`config.mk`:
```
export PLATFORM = sky130hd
export DESIGN_NAME = tile_pick_conditioner
export DESIGN_NICKNAME = d
export VERILOG_FILES = /design/src/rtl/tile_pick_conditioner.sv
export SDC_FILE = /design/constraint.sdc
export NUM_CORES = 1
export LEC_CHECK = 0
export ABC_AREA = 1
export BUFFER_PORTS_ARGS = -buffer_cell sky130_fd_sc_hd__buf_2
export CAP_MARGIN = 20
export CORE_MARGIN = 5
export CORE_UTILIZATION = 60
export DETAILED_ROUTE_END_ITERATION = 7
export GPL_TIMING_DRIVEN = 0
export PLACE_DENSITY = 0.85
export SYNTH_ARGS = -nofsm -noshare
export SYNTH_HDL_FRONTEND = slang
export SYNTH_SLANG_ARGS = --single-unit
export TNS_END_PERCENT = 100
```
`constraint.sdc`:
```
create_clock -name CLOCK_50 -period 5 [get_ports CLOCK_50]
set_input_delay 1 -clock CLOCK_50 [delete_from_list [all_inputs] [get_ports CLOCK_50]]
set_output_delay 1 -clock CLOCK_50 [all_outputs]
set_load 0.05 [all_outputs]
```
`src/rtl/tile_pick_conditioner.sv`:
```
// ============================================================================
//  Module   : tile_pick_conditioner
//  Brief    : Debounced select press -> validated single-cycle tile pick event.
//  Revision : 1.0  initial release
// ============================================================================
`default_nettype none

module tile_pick_conditioner #(
    parameter int DEBOUNCE_CYCLES = 1000000,
    parameter int CNT_W           = 20
) (
    input  logic        CLOCK_50,
    input  logic        resetn,
    input  logic        selectSW,
    input  logic [9:0]  SW,
    input  logic [9:0]  taken_mask,
    input  logic        enable,
    output logic        pick_valid,
    output logic [3:0]  pick_idx,
    output logic [9:0]  pick_onehot,
    output logic        pick_reject,
    output logic        sel_level
);

    localparam logic [2:0] S_UNARMED = 3'd0;
    localparam logic [2:0] S_HI      = 3'd1;
    localparam logic [2:0] S_WAIT_LO = 3'd2;
    localparam logic [2:0] S_LO      = 3'd3;
    localparam logic [2:0] S_WAIT_HI = 3'd4;

    localparam logic [CNT_W-1:0] c_LAST = CNT_W'(DEBOUNCE_CYCLES - 1);

    logic             r_sel_s1, r_sel_s2;
    logic [9:0]       r_sw_s1, r_sw_s2;
    logic [2:0]       r_state, w_state_nxt;
    logic [CNT_W-1:0] r_cnt, w_cnt_nxt, w_cnt_inc;
    logic             w_cnt_last;
    logic             w_press;
    logic [9:0]       w_lowest;
    logic [3:0]       w_k;
    logic             w_ok;

    // Select idles high, so its synchronizer resets high to avoid a false low.
    always_ff @(posedge CLOCK_50 or negedge resetn) begin
        if (!resetn) begin
            r_sel_s1 <= 1'b1;
            r_sel_s2 <= 1'b1;
            r_sw_s1  <= '0;
            r_sw_s2  <= '0;
        end else begin
            r_sel_s1 <= selectSW;
            r_sel_s2 <= r_sel_s1;
            r_sw_s1  <= SW;
            r_sw_s2  <= r_sw_s1;
        end
    end

    always_ff @(posedge CLOCK_50 or negedge resetn) begin
        if (!resetn) begin
            r_state <= S_UNARMED;
            r_cnt   <= '0;
        end else begin
            r_state <= w_state_nxt;
            r_cnt   <= w_cnt_nxt;
        end
    end

    assign w_cnt_last = (r_cnt == c_LAST);
    assign w_cnt_inc  = w_cnt_last ? r_cnt : r_cnt + 1'b1;

    always_comb begin
        w_state_nxt = r_state;
        w_cnt_nxt   = r_cnt;
        w_press     = 1'b0;
        case (r_state)
            S_UNARMED: begin
                if (!r_sel_s2) begin
                    w_cnt_nxt = '0;
                end else if (w_cnt_last) begin
                    w_state_nxt = S_HI;
                    w_cnt_nxt   = '0;
                end else begin
                    w_cnt_nxt = w_cnt_inc;
                end
            end
            S_HI: begin
                if (!r_sel_s2) begin
                    w_state_nxt = S_WAIT_LO;
                    w_cnt_nxt   = '0;
                end
            end
            S_WAIT_LO: begin
                if (r_sel_s2) begin
                    w_state_nxt = S_HI;
                    w_cnt_nxt   = '0;
                end else if (w_cnt_last) begin
                    w_state_nxt = S_LO;
                    w_cnt_nxt   = '0;
                    w_press     = 1'b1;
                end else begin
                    w_cnt_nxt = w_cnt_inc;
                end
            end
            S_LO: begin
                if (r_sel_s2) begin
                    w_state_nxt = S_WAIT_HI;
                    w_cnt_nxt   = '0;
                end
            end
            S_WAIT_HI: begin
                if (!r_sel_s2) begin
                    w_state_nxt = S_LO;
                    w_cnt_nxt   = '0;
                end else if (w_cnt_last) begin
                    w_state_nxt = S_HI;
                    w_cnt_nxt   = '0;
                end else begin
                    w_cnt_nxt = w_cnt_inc;
                end
            end
            default: begin
                w_state_nxt = S_UNARMED;
                w_cnt_nxt   = '0;
            end
        endcase
    end

    always_comb begin
        sel_level = !((r_state == S_LO) || (r_state == S_WAIT_HI));
    end

    // Only the lowest raised switch is considered; a taken one rejects outright.
    assign w_lowest = r_sw_s2 & (~r_sw_s2 + 10'd1);
    assign w_ok     = (|w_lowest) && !(|(w_lowest & taken_mask));

    always_comb begin
        w_k = 4'd0;
        for (int i = 9; i >= 0; i--) begin
            if (r_sw_s2[i]) w_k = 4'(i);
        end
    end

    always_ff @(posedge CLOCK_50 or negedge resetn) begin
        if (!resetn) begin
            pick_valid  <= 1'b0;
            pick_reject <= 1'b0;
            pick_idx    <= '0;
            pick_onehot <= '0;
        end else begin
            pick_valid  <= 1'b0;
            pick_reject <= 1'b0;
            if (w_press && enable) begin
                if (w_ok) begin
                    pick_valid  <= 1'b1;
                    pick_idx    <= w_k;
                    pick_onehot <= w_lowest;
                end else begin
                    pick_reject <= 1'b1;
                end
            end
        end
    end

endmodule

`default_nettype wire

```
Word level (Yosys, flattened, before mapping)
Index checks and enable logic that the tools add are counted.
{ "totals": {"in_bits": 24, "word_cells": 67, "reg_bits": 61, "out_inout_bits": 17} }
{ "classes": {"n_mux": 31, "n_addsub": 2, "n_reduce_logical": 12, "n_bitwise": 3, "eq_ne": 9} }
{ "ops": {"columns": ["op", "count"], "rows": [
  ["20-bit 2-to-1 mux", 5],
  ["20-bit case mux with 4 select lines", 1],
  ["4-bit 2-to-1 mux", 10],
  ["3-bit 2-to-1 mux", 7],
  ["20-bit by 1-bit adder with 20-bit output (second input constant)", 1],
  ["10-bit AND", 2],
  ["20-bit == test (second input constant)", 1],
  ["10-bit OR reduction", 2],
  ["3-bit case mux with 5 select lines", 1],
  ["10-bit by 1-bit adder with 10-bit output (second input constant)", 1],
  ["10-bit NOT", 1],
  ["1-bit 2-to-1 mux", 7],
  ["3-bit by 2-bit == test with 1-bit output (second input constant)", 2],
  ["2-bit != test (second input constant)", 3],
  ["2-bit AND reduction", 2],
  ["4-bit AND reduction", 1],
  ["3-bit by 1-bit == test with 1-bit output (second input constant)", 1],
  ["3-bit == test (second input constant)", 1],
  ["3-bit logical NOT", 1],
  ["3-bit != test (second input constant)", 1],
  ["1-bit logical AND", 2],
  ["1-bit logical NOT", 2],
  ["2-bit OR reduction", 1],
  ["1-bit logical OR", 1]
]} }

Depth between registers and ports, before layout
Gate-level depths: netlist of run 1.
{ "logic_depth": {"word_depth": 10, "ltp_mapped": 11, "ltp_nobuf": 10} }

Worst setup path before layout of run 1
OpenSTA, ideal clock, no wires.
{ "synth_path": {"path_kind": "register to output", "from": "register r_state[2]", "to": "output sel_level", "required_time_ps": 4000, "path_buffers": 0, "setup_slack_ps": 2675, "t_arrival_ps": 1325, "path_stages_with_launch": 5, "cell_sequence": "dfrtp_1 > inv_2 > nand3_1 > inv_1 > a21oi_1"} }
{ "synth_between": {"elab_chain_cells": 3, "elab_cells_between_ends": 4, "classes_between": "2 x eq/ne; 2 x reduce/logical"} }
{ "synth_lines": {"columns": ["element", "line_no", "text"], "rows": [
  ["start: declaration", "35", "logic [2:0] r_state, w_state_nxt;"],
  ["start signal: assignment", "63", "r_state <= w_state_nxt;"],
  ["3-bit by 2-bit == test with 1-bit output or 3-bit == test (tied branches)", "129", "sel_level = !((r_state == S_LO) || (r_state == S_WAIT_HI));"],
  ["1-bit logical OR *", "129", null],
  ["1-bit logical NOT *", "129", null],
  ["end: declaration", "22", "output logic sel_level"]
]} }
Every way passes the cells marked *; elsewhere a longest branch is shown, timed or not.

Worst setup path in the final report of run 1
Ends and elaborated chain as after synthesis.

==> results of run 1 <==
==> cells by family after synthesis <==
logic type | Yosys count
buffers and inverters | 55
AOI/OAI and AO/OA | 33
DFF | 61
xor gates and xnor gates | 4
and+or+nand+nor | 212
adders and majority gates | 1
==> final cells by class <==
type                    count  area [sq um]
repair buffers             41         220.2
plain buffers               6         40.04
clock inverters             7         98.84
flip-flops and latches     61          1529
multi-input cells         250          1231
clock buffers               9         123.9
inverters                  49         183.9
fillers                   356          1275
well taps                  67         83.83
==> power by group through the flow <==
stage | sequential [mW] | combinational (mW) | clock [mW]
6_report | 0.548 | 0.229 | 0.482
5_1_grt | 0.552 | 0.263 | 0.523
4_1_cts | 0.547 | 0.229 | 0.494
3_5_place_dp | 0.556 | 0.228 | 0
3_3_place_gp | 0.554 | 0.218 | 0
2_1_floorplan | 0.551 | 0.159 | 0
==> per-stage QoR <==
step / setup slack [ps] / util
finish: 2631 / 0.7336
global route: 2494 / 0.7336
CTS: 2627 / 0.7336
detailed placement: 2804 / 0.6871
global placement: 2825 / 0.6829
floorplan: 2675 / -
==> flip-flops by register name (all words and copies together) (netlist names) <==
name / count
r_sw_s1: 10
r_sel_s2: 1
pick_idx: 4
r_cnt: 20
r_sw_s2: 10
pick_reject: 1
pick_onehot: 10
pick_valid: 1
r_sel_s1: 1
r_state: 3
==> per-layer routing <==
layer  vias to the layer above  global-route usage  routed length, um
li1                       1291                   -                  -
met1                      1205              0.2980               2813
met2                        98              0.3584               2898
met3                        13             0.07063                470
met4                         0              0.1014                129
met5                         -                   0                  0
==> cell usage in the layout (no fill, tap or decap), types with 2 or more instances in the layout <==
master / instances
a21oi_1: 12
buf_2: 42
buf_6: 2
bufinv_16: 2
clkbuf_1: 2
clkbuf_8: 9
clkinv_4: 2
dfrtp_1: 59
dfstp_2: 2
inv_1: 46
inv_2: 2
nand2_1: 87
nand2_2: 3
nand3_1: 46
nand4_1: 5
nor2_1: 40
nor2_2: 2
nor2_4: 2
nor3_1: 18
nor3b_1: 3
o211ai_1: 3
o21ai_0: 10
o21bai_1: 2
o22ai_1: 3
xor2_1: 4
==> worst max-delay path, cell delays in order, from the launching register on <==
cell	delay (ps)
dfrtp_1	380
inv_2	70
nand3_1	140
inv_1	50
a21oi_1	100
buf_2	270
==> worst min-delay path by stage <==
| stage | from | end | slack (ps) | cells after the start |
|---|---|---|---|---|
| 2_1_floorplan | r_sw_s1[0]$_DFF_PN0_ | r_sw_s2[0]$_DFF_PN0_ | 330 | 0 |
| 3_3_place_gp | r_sw_s1[1]$_DFF_PN0_ | r_sw_s2[1]$_DFF_PN0_ | 330 | 0 |
| 3_5_place_dp | r_sw_s1[2]$_DFF_PN0_ | r_sw_s2[2]$_DFF_PN0_ | 330 | 0 |
| 4_1_cts | r_sw_s1[3]$_DFF_PN0_ | r_sw_s2[3]$_DFF_PN0_ | 350 | 0 |
| 5_1_grt | r_sw_s1[3]$_DFF_PN0_ | r_sw_s2[3]$_DFF_PN0_ | 360 | 0 |
| 6_report | r_sw_s1[2]$_DFF_PN0_ | r_sw_s2[2]$_DFF_PN0_ | 350 | 0 |
==> out/metrics.cfg, run 1 <==
[synth]
synth-simple-area-share=0.3338
synth_top_family_by_area=simple AND/OR/NAND/NOR gates
ys.flop_type=dfrtp_1
ys_async_sr_fraction=1.000
yosysTopAreaCell=dfrtp_1
synth_fa_ha_area_frac=0.004193
synthMuxAreaShare=0
yosysTopAreaCellShare=0.4948
ys_types=33
synth_compound_area_frac=0.06289
synth.top_cells.by_count=87 x nand2_1, 59 x dfrtp_1, 46 x inv_1, 46 x nand3_1, 40 x nor2_1
synthTopCellsByArea=dfrtp_1 49%, nand2_1 11%, nand3_1 7.7%, inv_1 5.8%, nor2_1 5.0%
synth_most_common_cell=nand2_1
ys_ff_latch=61
syn_area_sq_mm=0.002984
syn_inst=366
synth_seq_area_share=0.5124
synth_xor_area_frac=0.01174
synth_nets=391
synth_edf_count=0
avgSynthCellArea_sq_um=8.153
synth_warnings=0

[grt]
grt.overflow.total=0
grt_max_degree=32
grt_pass1_wl_um=11540
antenna_found_initial=0
grt_pass1_vias=2629
gr-usage-all-layers=0.2310

[worst_setup_path]
r2r_end=r_state[2]$_DFFE_PN0P_
worstSetupStartpoint=r_state[2]$_DFFE_PN0P_
critPathArrivalTime_ps=1370
crit_end=sel_level
timing.rr.start=r_cnt[0]$_DFFE_PN0P_
reg2reg_depth=8
critPathMaxFanout=5
worstPathRequired_ps=4000
critPathKind=reg2out
r2r_slack_ps=2850
critPathLaunchType=flop
worst_setup_path_end_kind=output port

[clock_network]
cts_sinks=61
clk_pin_slew_ps=70
cts_htree_levels=3
clockBufferDepth=2
cts_inserted_buffers=9
cts_setup_buffers=0
clkLatencyLatePin_ps=340
ctsHoldBuffers=0
cts_tree=done
ctsResizeCount=0
cts-root-buf=clkbuf_8

[place]
hpwl_um=4618
placedCellCount=474
gp_congestion=0.8953
port_buffers=40
place_area_sq_mm=0.003288

[power_and_ir_drop]
pwr-share-seq=0.435
combPwrFrac=0.182
power.share.clock=0.383
p_per_area_mw_per_mm2=358.6
p_int_mw=0.8702
max-vdd-ir-drop_uv=263.5
p_sw_frac=0.3089
total_power_mw=1.259
p_sw_mw=0.3889
p_leak_nw=1.805

[floorplan]
row_count=25
core-area_sq_mm=0.004786
fp.dieW_um=80.53
die_h_um=80.53
die_area_sq_mm=0.006484
start_util=0.6235
io_pins=41

[timing]
setup-violations-final=0
fin_crit_ps=2369
max_slew_margin=0.5457
hold_viol_final=0
drv_slew=0
worst_pin_slew_ps=681.4
hold_ws_ps=349.5
finalCritPeriodShare=0.4737
fin_worst_skew_ps=6.149
rsz0062_at_grt=no
setup_tns_ps=0
max_freq_ghz=0.4222

[final_layout]
fin_cells=490
nets=443
drive_gt1_frac=0.1820
num_antenna_cells=0
fin_area_sq_mm=0.003511
area_delta_synth_final_pct=17.65

[drt]
wl_per_cell_um=12.88
drt_iter0_markers=186
detail_route.first_pass.iterations=4
drc=0
vias=2607
drtAntennaViolNets=0
wl_um=6312
vias_per_cell=5.320

[flow_run]
drv_cap=0

[run_status]
status=completed

[hold_path]
hp-class=reg2reg

Note: power is estimated with default switching activity, not from simulation.
==> run 2, diff against run 1 <==
ABC_AREA = 0   (was 1)
CORE_UTILIZATION = 56   (was 60)
PLACE_DENSITY = 0.8   (was 0.85)
clock period = 2.32 ns   (was 5 ns; I/O delays follow)
==> run 2 against run 1 <==
Against the previous run: via count decreased by 18%; non-clock buffer count grew 3; core utilization decreased by 3.3 points; cell count shrank 23%; critical path depth rose by 1; combinational power is 120% higher; global-route usage fell by 2.4 points; clock power rose by 100%; worst setup slack worse by 2600 ps; worst hold slack worse by 240 ps; largest cell class unchanged.
==> out/metrics.cfg, run 2 <==
[run_status]
status=completed  ; unchanged

[floorplan]
fp.dieW_um=81.12  ; was 80.53 um
core-area_sq_mm=0.004817  ; was 0.004786 sq mm
row_count=25  ; unchanged
io_pins=41  ; unchanged
die_h_um=81.12  ; was 80.53 um
start_util=0.5881  ; was 0.6235
die_area_sq_mm=0.006580  ; was 0.006484 sq mm

[synth]
yosysTopAreaCell=dfrtp_1  ; unchanged
synth_edf_count=0  ; unchanged
synth_warnings=0  ; unchanged
avgSynthCellArea_sq_um=11.20  ; was 8.153 sq um
yosysTopAreaCellShare=0.5212  ; was 0.4948
synth_seq_area_share=0.5398  ; was 0.5124
synthTopCellsByArea=dfrtp_1 52%, mux2_4 3.7%, nand2_1 3.0%, nor2_1 3.0%, xor2_1 2.5%  ; was dfrtp_1 49%, nand2_1 11%, nand3_1 7.7%, inv_1 5.8%, nor2_1 5.0%
synth_most_common_cell=dfrtp_1  ; was nand2_1
ys_ff_latch=61  ; unchanged
ys_async_sr_fraction=1.000  ; unchanged
ys_types=56  ; was 33
synth.top_cells.by_count=59 x dfrtp_1, 23 x nand2_1, 23 x nor2_1, 9 x a31oi_1  ; was 87 x nand2_1, 59 x dfrtp_1, 46 x inv_1, 46 x nand3_1, 40 x nor2_1
syn_area_sq_mm=0.002833  ; was 0.002984 sq mm
syn_inst=253  ; was 366
synth_nets=278  ; was 391
ys.flop_type=dfrtp_1  ; unchanged

[power_and_ir_drop]
max-vdd-ir-drop_uv=684.6  ; was 263.5 uV
p_leak_nw=1.554  ; was 1.805 nW
p_per_area_mw_per_mm2=781.5  ; was 358.6 mW/mm^2

[clock_network]
cts_tree=done  ; unchanged
clkLatencyLatePin_ps=340  ; about the same
cts_htree_levels=3  ; unchanged
cts_inserted_buffers=9  ; unchanged
clockBufferDepth=2  ; unchanged
cts-root-buf=clkbuf_8  ; unchanged
clk_pin_slew_ps=80  ; was 70 ps
cts_sinks=61  ; unchanged

[worst_setup_path]
worst_setup_path_end_kind=flop  ; was output port
critPathMaxFanout=10  ; was 5
critPathLaunchType=flop  ; unchanged
worstPathRequired_ps=2550  ; was 4000 ps
critPathKind=reg2reg  ; was reg2out
critPathArrivalTime_ps=2490  ; was 1370 ps

[drt]
drt_iter0_markers=168  ; was 186
vias_per_cell=5.667  ; was 5.320
wl_per_cell_um=15.45  ; was 12.88 um
drtAntennaViolNets=0  ; unchanged
wl_um=5839  ; was 6312 um
detail_route.first_pass.iterations=4  ; unchanged
drc=0  ; unchanged
vias=2142  ; was 2607

[place]
hpwl_um=4011  ; was 4618 um
port_buffers=40  ; unchanged
gp_congestion=0.8472  ; was 0.8953

[final_layout]
final_cell_mix=58 x dfrtp_1, 43 x buf_2, 23 x nand2_1, 23 x nor2_1, 10 x clkbuf_8  ; was 87 x nand2_1, 59 x dfrtp_1, 46 x inv_1, 46 x nand3_1, 42 x buf_2
fill_cells=386  ; was 356
area_delta_synth_final_pct=19.08  ; was 17.65%
largest_register_ff_count=20  ; unchanged
fin_util=0.7003  ; was 0.7336
num_antenna_cells=0  ; unchanged
nets=331  ; was 443
layout_commonest_cell=dfrtp_1  ; was nand2_1
drive_gt1_frac=0.2733  ; was 0.1820
regMostFlops=r_cnt  ; unchanged

[timing]
fin_crit_ps=2264
fin_worst_skew_ps=8.105  ; was 6.149 ps
setup_tns_ps=0  ; unchanged
worst_pin_slew_ps=777.4  ; was 681.4 ps
drv_slew=0  ; unchanged
finalCritPeriodShare=0.9757
setup-violations-final=0  ; unchanged
max_freq_ghz=0.4418
hold_viol_final=0  ; unchanged
max_slew_margin=0.4777  ; was 0.5457

[grt]
gr-usage-all-layers=0.2072  ; was 0.2310
grt.overflow.total=0  ; unchanged
antenna_found_initial=0  ; unchanged
grt_max_degree=38  ; was 32
grt_pass1_vias=2130  ; was 2629
grt_pass1_wl_um=10160  ; was 11540 um

[hold_path]
hp-class=in2async  ; was reg2reg

[flow_run]
drv_cap=0  ; unchanged

## run 2: cell count changes after synthesis, moves of 6 or more
cell	before	now
a31oi_1	1	9
nor3_1	18	8
nand2_1	87	23
inv_1	46	8
o21ai_0	10	4
mux2_4	0	7
nand3_1	46	8
nor2_1	40	23
## run 2: power by group
| group | switching, mW | internal (mW) | total (mW) |
|---|---|---|---|
| Sequential | 0.0431 | 1.12 | 1.16 |
| Clock | 0.447 | 0.532 | 0.979 |
| Combinational | 0.325 | 0.172 | 0.497 |
| Total | 0.814 | 1.82 | 2.64 |
## run 2: area by class of cell
type	instances	area, sq um	area share
sequential	61	1530	0.4536
tap	67	83.83	0.02485
clock inverter	6	70.07	0.02077
inverter	8	30.03	0.008902
multi-input combinational	176	1245	0.3691
timing repair buffer	42	227.7	0.06751
buffer	8	48.80	0.01447
clock buffer	10	137.6	0.04080
## run 2: path summary, 6_finish.rpt
kind / from / endpoint / slack (ps) / cells past startpoint
worst max-delay path: r_cnt[10]$_DFFE_PN0P_ / pick_onehot[7]$_DFFE_PN0P_ / 60 / 6
worst min-delay path: resetn / pick_idx[2]$_DFFE_PN0P_ / 110 / 1
worst max register to register: r_cnt[10]$_DFFE_PN0P_ / pick_onehot[7]$_DFFE_PN0P_ / 60 / 6
worst min register to register: r_sw_s1[3]$_DFF_PN0_ / r_sw_s2[3]$_DFF_PN0_ / 350 / 0
max in group asynchronous: resetn / r_cnt[10]$_DFFE_PN0P_ / 1610 / 2
min in group CLOCK_50: selectSW / r_sel_s1$_DFF_PN1_ / 220 / 1
## run 2: cell families (layout without fill, tap and decap cells)
logic type / count (synthesis) / in the layout / synth area share
fa+ha+maj: 1 / 1 / 0.004416
simple gates: 107 / 107 / 0.2204
mux: 14 / 14 / 0.06360
flops: 61 / 61 / 0.5398
buf+inv: 16 / 74 / 0.02782
xor+xnor: 10 / 10 / 0.03092
compound gates: 44 / 44 / 0.1131
## run 2: worst max-delay path: stages (launching register included)
cell and delay, ps:
dfrtp_2 460, or4_4 560, nor4_4 270, buf_4 200
nand4_4 150, buf_6 210, mux2_4 310
## run 2: per-stage QoR
| step | hold slack, ps | power [mW] | worst slack [ps] | std cells | instance area (sq um) |
|---|---|---|---|---|---|
| floorplan | 168.4 | 1.520 | 295.5 | 253 | 2833 |
| global placement | 331.2 | 1.647 | 12.11 | 360 | 3117 |
| CTS | 115.1 | 2.652 | 65.00 | 377 | 3353 |
| detailed placement | 335.5 | 1.664 | -77.66 | 361 | 3137 |
| finish | 109.8 | 2.636 | 56.40 | 378 | 3373 |
| global route | 138.5 | 2.798 | -1.112 | 378 | 3373 |
## run 2: layer usage
metal,GRT usage,part of all wire,vias to the layer above
li1,-,-,1039
met1,0.2754,0.46,1035
met2,0.3153,0.48,62
met3,0.06652,0.056,6
met4,0.08277,0.013,0
met5,0,0,-
## run 2: repair_timing
action	4_1_cts	5_1_grt
setup buffers	0	1
resized for setup	1	3
endpoints found under the setup margin	8	10
pin swaps	0	1
hold buffers	0	0
==> run 3, diff against run 2 <==
ABC_AREA = 1   (was 0)
CORE_UTILIZATION = 57   (was 56)
PLACE_DENSITY = 0.81   (was 0.8)
==> run 3 against run 2 <==
Against the previous run: clock-buffer cell count is 1 lower; combinational power is 1% lower; non-clock buffer count is 3 lower; largest power group unchanged; cell count is 30% higher; sequential power hardly changed.
==> out/metrics.cfg, run 3 (synthesized netlist as in run 1, its figures left out) <==
[drt]
wl_um=6300  ; was 5839 um
drtAntennaViolNets=0  ; unchanged
vias=2540  ; was 2142
detail_route.first_pass.iterations=4  ; unchanged
wl_per_cell_um=12.78  ; was 15.45 um
drc=0  ; unchanged
drt_iter0_markers=177  ; was 168
vias_per_cell=5.152  ; was 5.667

[worst_setup_path]
critPathMaxFanout=10  ; unchanged
worst_setup_path_end_kind=flop  ; unchanged
path_cells=ha_1 > nand2_1 > nor3_4 > nand3_4 > nand2_2 > inv_1 > nor2_4 > o22ai_1  ; was or4_4 > nor4_4 > buf_4 > nand4_4 > buf_6 > mux2_4
critPathArrivalTime_ps=2320  ; was 2490 ps
critPathKind=reg2reg  ; unchanged
cpPeakStageDelay_ps=420  ; was 560 ps
worstPathRequired_ps=2550  ; about the same
critPathLaunchType=flop  ; unchanged
slowest_stage=dfrtp_1  ; was or4_4

[clock_network]
cts_setup_buffers=0  ; unchanged
ctsResizeCount=0  ; was 1
cts_tree=done  ; unchanged
clk_pin_slew_ps=70  ; was 80 ps
cts_sinks=61  ; unchanged
cts_inserted_buffers=9  ; unchanged
clkLatencyLatePin_ps=350  ; was 340 ps
cts-root-buf=clkbuf_8  ; unchanged
cts_htree_levels=3  ; unchanged
clockBufferDepth=2  ; unchanged
ctsHoldBuffers=0  ; unchanged

[grt]
grt_pass1_vias=2500  ; was 2130
gr-usage-all-layers=0.2163  ; was 0.2072
grt_max_degree=33  ; was 38
antenna_found_initial=0  ; unchanged
grt_pass1_wl_um=11000  ; was 10160 um
grt.overflow.total=0  ; unchanged

[timing]
max_freq_ghz=0.4770  ; was 0.4418 GHz
fin_crit_ps=2096  ; was 2264 ps
worst_pin_slew_ps=659.9  ; was 777.4 ps
hold_ws_ps=139.2  ; was 109.8 ps
hold_viol_final=0  ; unchanged
finalCritPeriodShare=0.9036  ; was 0.9757
setup_tns_ps=0  ; unchanged
max_slew_margin=0.5601  ; was 0.4777
setup-violations-final=0  ; unchanged
rsz0062_at_grt=no
fin_worst_skew_ps=6.872  ; was 8.105 ps
drv_slew=0  ; unchanged

[final_layout]
largest_register_ff_count=20  ; unchanged
regMostFlops=r_cnt  ; unchanged
drive_gt1_frac=0.1820  ; was 0.2733
final_cell_mix=87 x nand2_1, 59 x dfrtp_1, 46 x inv_1, 46 x nand3_1, 42 x buf_2  ; was 58 x dfrtp_1, 43 x buf_2, 23 x nand2_1, 23 x nor2_1, 10 x clkbuf_8
area_delta_synth_final_pct=18.57  ; was 19.08%
nets=443  ; was 331
layout_commonest_cell=nand2_1  ; was dfrtp_1
num_antenna_cells=0  ; unchanged

[power_and_ir_drop]
p_sw_frac=0.2983  ; was 0.3089
p_int_mw=1.983  ; was 1.822 mW
combPwrFrac=0.174  ; was 0.189
p_sw_mw=0.8430  ; was 0.8145 mW
max-vdd-ir-drop_uv=452.6  ; was 684.6 uV
pwr-share-seq=0.417  ; was 0.440
p_per_area_mw_per_mm2=798.7  ; was 781.5 mW/mm^2
power.share.clock=0.409  ; was 0.371
p_leak_nw=1.811  ; was 1.554 nW

[place]
port_buffers=40  ; unchanged
hpwl_um=4651  ; was 4011 um
gp_congestion=0.9200  ; was 0.8472

[floorplan]
row_count=26  ; was 25
start_util=0.5843  ; was 0.5881
fp.dieW_um=82.36  ; was 81.12 um
core-area_sq_mm=0.005107  ; was 0.004817 sq mm
io_pins=41  ; unchanged
die_h_um=82.36  ; was 81.12 um
die_area_sq_mm=0.006782  ; was 0.006580 sq mm

[flow_run]
drv_cap=0  ; unchanged

[hold_path]
hp-class=in2async  ; unchanged

[run_status]
status=completed  ; unchanged

## run 3: cell type report
| cell class | count | area (sq um) |
|---|---|---|
| plain buffers | 6 | 40.04 |
| clock buffers | 9 | 123.9 |
| clock inverters | 7 | 122.6 |
| fillers | 402 | 1569 |
| inverters | 49 | 183.9 |
| multi-input cells | 250 | 1231 |
| flip-flops and latches | 61 | 1529 |
| well taps | 70 | 87.58 |
| repair buffers | 41 | 220.2 |
## run 3: critical path, delay by kind of cell, from the launching register on
kind / cells / cell delay [ps]
flip-flops: 1 / 420
buffers and inverters: 1 / 160
adder cells (fa/ha/maj): 1 / 230
AND/OR/NAND/NOR: 5 / 1060
AO/OA/AOI/OAI: 1 / 100
## run 3: final timing paths
path / from / endpoint / slack (ps) / cells past startpoint
max in group asynchronous: resetn / r_cnt[10]$_DFFE_PN0P_ / 1590 / 2
hold / removal: resetn / pick_onehot[6]$_DFFE_PN0P_ / 140 / 1
setup reg to reg: r_cnt[0]$_DFFE_PN0P_ / r_state[2]$_DFFE_PN0P_ / 220 / 8
min in group CLOCK_50: selectSW / r_sel_s1$_DFF_PN1_ / 210 / 1
hold reg to reg: r_sw_s1[6]$_DFF_PN0_ / r_sw_s2[6]$_DFF_PN0_ / 350 / 0
setup / recovery: r_cnt[0]$_DFFE_PN0P_ / r_state[2]$_DFFE_PN0P_ / 220 / 8
## run 3: through the flow
step	setup slack [ps]	area (sq um)	std cells	util	total power [mW]
after floorplan	531.2	2984	366	-	1.531
after global placement	272.4	3272	476	0.6406	1.666
after detailed placement	231.9	3292	477	0.6445	1.682
after CTS	215.7	3538	493	0.6928	2.840
after global routing	42.35	3538	493	0.6928	2.966
final	223.7	3538	493	0.6928	2.826
## run 3: power groups by stage
| stage | Sequential (mW) | Combinational [mW] | Clock [mW] |
|---|---|---|---|
| after floorplan | 1.19 | 0.344 | 0 |
| after global placement | 1.19 | 0.471 | 0 |
| after detailed placement | 1.20 | 0.485 | 0 |
| after CTS | 1.18 | 0.491 | 1.17 |
| after global routing | 1.19 | 0.554 | 1.23 |
| final | 1.18 | 0.491 | 1.16 |
## run 3: per-layer routing
metal	global-route usage	share of wire	vias to the layer above
li1	-	-	1288
met1	0.2670	0.44	1164
met2	0.3566	0.47	78
met3	0.05857	0.072	10
met4	0.09136	0.016	0
met5	0	0	-
